--- config.mk ---
export PLATFORM = sky130hd
export DESIGN_NAME = xsimintf_change_capture_flat
export DESIGN_NICKNAME = d
export VERILOG_FILES = /design/src/rtl/xsimintf_pkg.sv /design/src/rtl/xsimintf_change_capture_if.sv /design/src/rtl/xsimintf_fifo.sv /design/src/rtl/xsimintf_change_capture.sv /design/src/flat_wrapper.sv
export SDC_FILE = /design/constraint.sdc
export NUM_CORES = 1
export LEC_CHECK = 0
export BUFFER_PORTS_ARGS = -buffer_cell sky130_fd_sc_hd__buf_2
export CAP_MARGIN = 5
export CORE_ASPECT_RATIO = 0.8
export CORE_MARGIN = 2
export CORE_UTILIZATION = 59
export DETAILED_ROUTE_END_ITERATION = 10
export PLACE_DENSITY = 0.81
export REMOVE_ABC_BUFFERS = 1
export SETUP_SLACK_MARGIN = 0.5
export SYNTH_ARGS = -nofsm -noshare
export SYNTH_HDL_FRONTEND = slang
export SYNTH_SLANG_ARGS = --single-unit
export TNS_END_PERCENT = 50
--- constraint.sdc ---
create_clock -name clk -period 3.8 [get_ports clk]
set_input_delay 0.76 -clock clk [delete_from_list [all_inputs] [get_ports clk]]
set_output_delay 0.76 -clock clk [all_outputs]
set_load 0.02 [all_outputs]
--- src/rtl/xsimintf_pkg.sv ---
// Shared widths and record layout for the xsim change-capture feeder.
// A record is packed as {ts, data, ovf} with ovf in bit 0.
package xsimintf_pkg;

  localparam int unsigned DataWDef = 32;
  localparam int unsigned TsWDef   = 32;

  localparam int unsigned OvfOff  = 0;
  localparam int unsigned DataOff = 1;

  function automatic int unsigned rec_w(input int unsigned d, input int unsigned t);
    return d + t + 1;
  endfunction

  function automatic int unsigned ts_off(input int unsigned d);
    return d + 1;
  endfunction

endpackage

--- src/rtl/xsimintf_change_capture_if.sv ---
// Monitored-bus and record-stream signals of the change-capture feeder.
// master is the capture block (record producer), slave is the export side.
interface xsimintf_change_capture_if #(
  parameter int unsigned DATA_W = 32,
  parameter int unsigned TS_W   = 32,
  parameter int unsigned CNT_W  = 16
);
  logic [DATA_W-1:0] mon_data;
  logic              mon_en;
  logic              rec_valid;
  logic              rec_ready;
  logic [DATA_W-1:0] rec_data;
  logic [TS_W-1:0]   rec_ts;
  logic              rec_ovf;
  logic [CNT_W-1:0]  stall_cnt;

  modport master (
    input  mon_data, mon_en, rec_ready,
    output rec_valid, rec_data, rec_ts, rec_ovf, stall_cnt
  );

  modport slave (
    output mon_data, mon_en, rec_ready,
    input  rec_valid, rec_data, rec_ts, rec_ovf, stall_cnt
  );
endinterface

--- src/rtl/xsimintf_fifo.sv ---
// Synchronous first-word-fall-through FIFO; rdata shows the head entry whenever !empty.
// Pointers carry one extra wrap bit to separate full from empty.
module xsimintf_fifo #(
  parameter int unsigned WIDTH = 8,
  parameter int unsigned DEPTH = 8
) (
  input  logic             clk,
  input  logic             rst_n,
  input  logic             push,
  input  logic [WIDTH-1:0] wdata,
  input  logic             pop,
  output logic [WIDTH-1:0] rdata,
  output logic             empty,
  output logic             full
);
  localparam int unsigned AW = $clog2(DEPTH);

  logic [AW:0]      wr_ptr_q, wr_ptr_d;
  logic [AW:0]      rd_ptr_q, rd_ptr_d;
  logic [WIDTH-1:0] mem_q [DEPTH];
  logic             do_push, do_pop;

  always_comb begin
    empty   = (wr_ptr_q == rd_ptr_q);
    full    = (wr_ptr_q[AW] != rd_ptr_q[AW]) && (wr_ptr_q[AW-1:0] == rd_ptr_q[AW-1:0]);
    do_pop  = pop && !empty;
    // A full FIFO still accepts a write when the head leaves in the same cycle.
    do_push = push && (!full || do_pop);
    wr_ptr_d = do_push ? wr_ptr_q + 1'b1 : wr_ptr_q;
    rd_ptr_d = do_pop ? rd_ptr_q + 1'b1 : rd_ptr_q;
    rdata    = mem_q[rd_ptr_q[AW-1:0]];
  end

  always_ff @(posedge clk or negedge rst_n) begin
    if (!rst_n) begin
      wr_ptr_q <= '0;
      rd_ptr_q <= '0;
      for (int i = 0; i < DEPTH; i++) mem_q[i] <= '0;
    end else begin
      wr_ptr_q <= wr_ptr_d;
      rd_ptr_q <= rd_ptr_d;
      if (do_push) mem_q[wr_ptr_q[AW-1:0]] <= wdata;
    end
  end

endmodule

--- src/rtl/xsimintf_change_capture.sv ---
// Samples a monitored bus, timestamps each value change and queues it for the DPI export stage.
// A change blocked by a full FIFO is retried every cycle, so the latest value always gets through.
module xsimintf_change_capture
  import xsimintf_pkg::*;
#(
  parameter int unsigned DATA_W = DataWDef,
  parameter int unsigned TS_W   = TsWDef,
  parameter int unsigned DEPTH  = 8,
  parameter int unsigned CNT_W  = 16
) (
  input logic                           clk,
  input logic                           rst_n,
  xsimintf_change_capture_if.master     bus
);
  localparam int unsigned RecW  = rec_w(DATA_W, TS_W);
  localparam int unsigned TsOff = ts_off(DATA_W);

  logic [TS_W-1:0]   ts_q, ts_d;
  logic [DATA_W-1:0] prev_q, prev_d;
  logic              first_q, first_d;
  logic              ovf_pend_q, ovf_pend_d;
  logic [CNT_W-1:0]  stall_q, stall_d;

  logic              chg, push, pop, blocked;
  logic              empty, full;
  logic [RecW-1:0]   wrec, rrec;

  always_comb begin
    pop     = !empty && bus.rec_ready;
    chg     = bus.mon_en && (first_q || (bus.mon_data != prev_q));
    push    = chg && (!full || pop);
    blocked = chg && !push;
    wrec    = {ts_q, bus.mon_data, ovf_pend_q};

    ts_d       = ts_q + TS_W'(1);
    prev_d     = prev_q;
    first_d    = first_q;
    ovf_pend_d = ovf_pend_q;
    stall_d    = stall_q;
    if (push) begin
      prev_d     = bus.mon_data;
      first_d    = 1'b0;
      ovf_pend_d = 1'b0;
    end else if (blocked) begin
      // prev stays put so the pending change is re-detected next cycle.
      ovf_pend_d = 1'b1;
      if (stall_q != {CNT_W{1'b1}}) stall_d = stall_q + CNT_W'(1);
    end
  end

  always_ff @(posedge clk or negedge rst_n) begin
    if (!rst_n) begin
      ts_q       <= '0;
      prev_q     <= '0;
      first_q    <= 1'b1;
      ovf_pend_q <= 1'b0;
      stall_q    <= '0;
    end else begin
      ts_q       <= ts_d;
      prev_q     <= prev_d;
      first_q    <= first_d;
      ovf_pend_q <= ovf_pend_d;
      stall_q    <= stall_d;
    end
  end

  xsimintf_fifo #(
    .WIDTH (RecW),
    .DEPTH (DEPTH)
  ) u_fifo (
    .clk   (clk),
    .rst_n (rst_n),
    .push  (push),
    .wdata (wrec),
    .pop   (pop),
    .rdata (rrec),
    .empty (empty),
    .full  (full)
  );

  always_comb begin
    bus.rec_valid = !empty;
    bus.rec_ovf   = rrec[OvfOff];
    bus.rec_data  = rrec[DataOff +: DATA_W];
    bus.rec_ts    = rrec[TsOff +: TS_W];
    bus.stall_cnt = stall_q;
  end

endmodule

--- src/flat_wrapper.sv ---
// flat-port wrapper written by rule: the top's interface ports become plain ports
module xsimintf_change_capture_flat import xsimintf_pkg::*;
#(
  parameter int unsigned DATA_W = DataWDef,
  parameter int unsigned TS_W   = TsWDef,
  parameter int unsigned DEPTH  = 8,
  parameter int unsigned CNT_W  = 16
)
  (clk, rst_n, bus_mon_data, bus_mon_en, bus_rec_ready, bus_rec_valid, bus_rec_data, bus_rec_ts, bus_rec_ovf, bus_stall_cnt);
  xsimintf_change_capture_if #(.DATA_W(DATA_W), .TS_W(TS_W), .CNT_W(CNT_W)) bus_i ();
  input logic clk;
  input logic rst_n;
  input wire logic [$bits(bus_i.mon_data)-1:0] bus_mon_data;
  input wire logic [$bits(bus_i.mon_en)-1:0] bus_mon_en;
  input wire logic [$bits(bus_i.rec_ready)-1:0] bus_rec_ready;
  output wire logic [$bits(bus_i.rec_valid)-1:0] bus_rec_valid;
  output wire logic [$bits(bus_i.rec_data)-1:0] bus_rec_data;
  output wire logic [$bits(bus_i.rec_ts)-1:0] bus_rec_ts;
  output wire logic [$bits(bus_i.rec_ovf)-1:0] bus_rec_ovf;
  output wire logic [$bits(bus_i.stall_cnt)-1:0] bus_stall_cnt;
  assign bus_i.mon_data = bus_mon_data;
  assign bus_i.mon_en = bus_mon_en;
  assign bus_i.rec_ready = bus_rec_ready;
  assign bus_rec_valid = bus_i.rec_valid;
  assign bus_rec_data = bus_i.rec_data;
  assign bus_rec_ts = bus_i.rec_ts;
  assign bus_rec_ovf = bus_i.rec_ovf;
  assign bus_stall_cnt = bus_i.stall_cnt;
  xsimintf_change_capture #(.DATA_W(DATA_W), .TS_W(TS_W), .DEPTH(DEPTH), .CNT_W(CNT_W)) u_core (.clk(clk), .rst_n(rst_n), .bus(bus_i));
endmodule
==> metrics.cfg <==
[status]
outcome = completed

[synthesis]
yosys.cell_types.count = 33
synth_seq_cells = 610
async_reset_ff_frac = 1.00
syn_area_per_cell_sq_um = 16.0
synth_cells = 1749
syn_area_sq_um = 28000
synth_edf_count = 0
synth_seq_area_share = 0.546
synth_ff_type = dfrtp_1
yosys_warnings = 0

[cts]
cts_buffer_depth = 3
clkLatencyLatePin_ns = 0.61
cts_tree = built
htreeDepth = 2
cts_root_buffer = clkbuf_16
cts_inserted_buffers = 59
path_clk_slew_ns = 0.07
clock-sinks = 610

[sta]
finalCritPeriodShare = 0.864
finalSetupViolCount = 0
fmax_mhz = 305
rsz0062_at_grt = true
worstMarginPinSlew_ns = 0.806
fin_skew_ns = 0.0188
post-route-min-period_ns = 3.28
final_hold_viol_count = 0
slew_headroom = 0.462
slew_violations = 0

[final_layout]
multi_input_area_sq_um = 11800
final_cell_mix = 606 x dfrtp_1, 518 x mux2_2, 130 x mux4_2
layout-drive-gt1-share = 0.550
fillers = 3105
nNetsFinal = 1859
final_cell_count_no_fill = 2484
area_growth_pct = 12.2
layout_commonest_cell = dfrtp_1
seq_area_sq_um = 15300

[floorplanning]
std_cell_rows = 71
io_pins = 118
dieHeight_um = 199
start_util = 0.596
die_width_um = 247
coreArea_sq_um = 46900
die_area_sq_um = 49100

[worst_setup_path]
cp.required_ns = 3.04
crit_path_end_kind = output pin
start_kind = register
cp.arrival_ns = 2.52
cp_max_fo = 13
worstSetupPathType = register to output pin

[placement]
place_inst = 2362
io_buffers = 117
gp_routability_congestion = 0.804
dpl.hpwl_mm = 33.4

[detailed_routing]
ant_nets = 0
drc = 0
initialDrtViolationCount = 1209
routed_wirelength_mm = 60.5
vias_per_cell = 6.14
drtPass1Iterations = 5
vias = 15252
routedWlPerCell_um = 24.3

[global_routing]
grt_util_all_layers = 0.251
grt_pass1_vias = 16357
antenna_found_initial = 1
gr-total-overflow = 0
grt_pass1_wl_mm = 95.0
grt_max_degree = 101

[hold_path]
hp-class = input pin to async pin

[power]
vdd_ir_drop_max_mv = 0.497
total_power_mw = 24.3
leakagePower_nw = 14.2
powerDensity_nw_per_um2 = 774

[job]
cap_violations = 0

==> metrics by stage <==
step / TNS [ns] / area, sq um / util / hold slack, ns / setup WS [ns]
after floorplan: -3959.53 / 27100 / - / 0.462 / -9.47
after global placement: 0 / 29100 / 0.620 / 0.471 / 0.419
after detailed placement: 0 / 29100 / 0.620 / 0.482 / 0.374
after CTS: 0 / 31200 / 0.666 / 0.211 / 0.478
after global routing: 0 / 31400 / 0.669 / 0.241 / 0.444
final: 0 / 31400 / 0.669 / 0.221 / 0.518
==> final timing paths <==
kind / from / endpoint / slack [ns] / depth (start not counted)
worst max-delay path: u_core.u_fifo.rd_ptr_q[0] / bus_rec_ts[24] / 0.52 / 6
worst min-delay path: rst_n / u_core.prev_q[9] / 0.22 / 1
worst max register to register: u_core.prev_q[24] / u_core.u_fifo.mem_q[397] / 0.89 / 7
worst min register to register: u_core.u_fifo.wr_ptr_q[3] / u_core.u_fifo.wr_ptr_q[3] / 0.49 / 1
max in group asynchronous: rst_n / u_core.u_fifo.rd_ptr_q[1] / 2.54 / 2
min in group clk: u_core.u_fifo.wr_ptr_q[3] / u_core.u_fifo.wr_ptr_q[3] / 0.49 / 1
==> cells by family (layout without fill, tap and decap cells) <==
group / count (synthesis) / after routing / synth area share
xor+xnor: 87 / 87 / 0.0273
simple gates: 123 / 123 / 0.0233
buf+inv: 170 / 283 / 0.0317
flops: 610 / 610 / 0.546
fa+ha+maj: 4 / 4 / 0.00179
mux: 750 / 750 / 0.368
compound gates: 5 / 5 / 0.00184
other cells: 0 / 2 / 0
==> cells in the mapped netlist (all sizes together), types with 2 or more instances <==
cell type  number  share of area
dfrtp         609           0.55
buf           111          0.024
a21oi           2        0.00036
and4            4         0.0013
nand4          20         0.0045
ha              4         0.0018
nor3            9         0.0016
inv             3        0.00040
mux2          620           0.26
xnor2          34          0.011
nand3          15         0.0027
and2            2        0.00045
mux4          130           0.10
nor4           12         0.0027
and3            9         0.0020
xor2           53          0.017
nand2b          2        0.00045
or3             6         0.0013
nor2           20         0.0027
clkbuf         56         0.0076
nand2          21         0.0028
==> where the power goes <==
part,internal [mW],leakage [nW],switching (mW)
Clock,3.22,0.910,2.45
Sequential,8.33,7.78,1.09
Combinational,5.07,5.55,4.15
Total,16.6,14.2,7.68
==> layout make-up <==
type                       instances  area share
clock buffer                      93      0.0560
multi-input combinational        969       0.378
sequential                       610       0.487
timing repair buffer             176      0.0510
clock inverter                    11     0.00323
antenna                            2    0.000160
inverter                           3    0.000359
tap                              620      0.0247
==> layer usage <==
metal	track usage	share of wire	up-vias
li1	-	-	6520
met1	0.373	0.46	8308
met2	0.393	0.47	338
met3	0.0401	0.046	84
met4	0.0605	0.018	2
met5	0	0.00022	-
==> sequential cells by signal (all words and copies together), names as in the netlist <==
signal                  cells
u_core.u_fifo.mem_q       520
u_core.prev_q              32
u_core.ts_q                32
u_core.bus.stall_cnt       16
u_core.u_fifo.rd_ptr_q      4
u_core.u_fifo.wr_ptr_q      4
u_core.first_q              1
u_core.ovf_pend_q           1
==> what timing repair did <==
item	4_1_cts	5_1_grt
endpoints found under the setup margin	65	59
hold buffers	0	0
gates resized for setup	11	9
gates cloned	5	5
setup buffers	5	1
==> worst max-delay path: stages (launching register included) <==
cell	delay, ns
dfrtp_4	0.48
buf_4	0.14
buf_12	0.13
buf_16	0.19
mux4_2	0.50
mux2_2	0.28
buf_2	0.18
(Power assumes the default switching activity.)
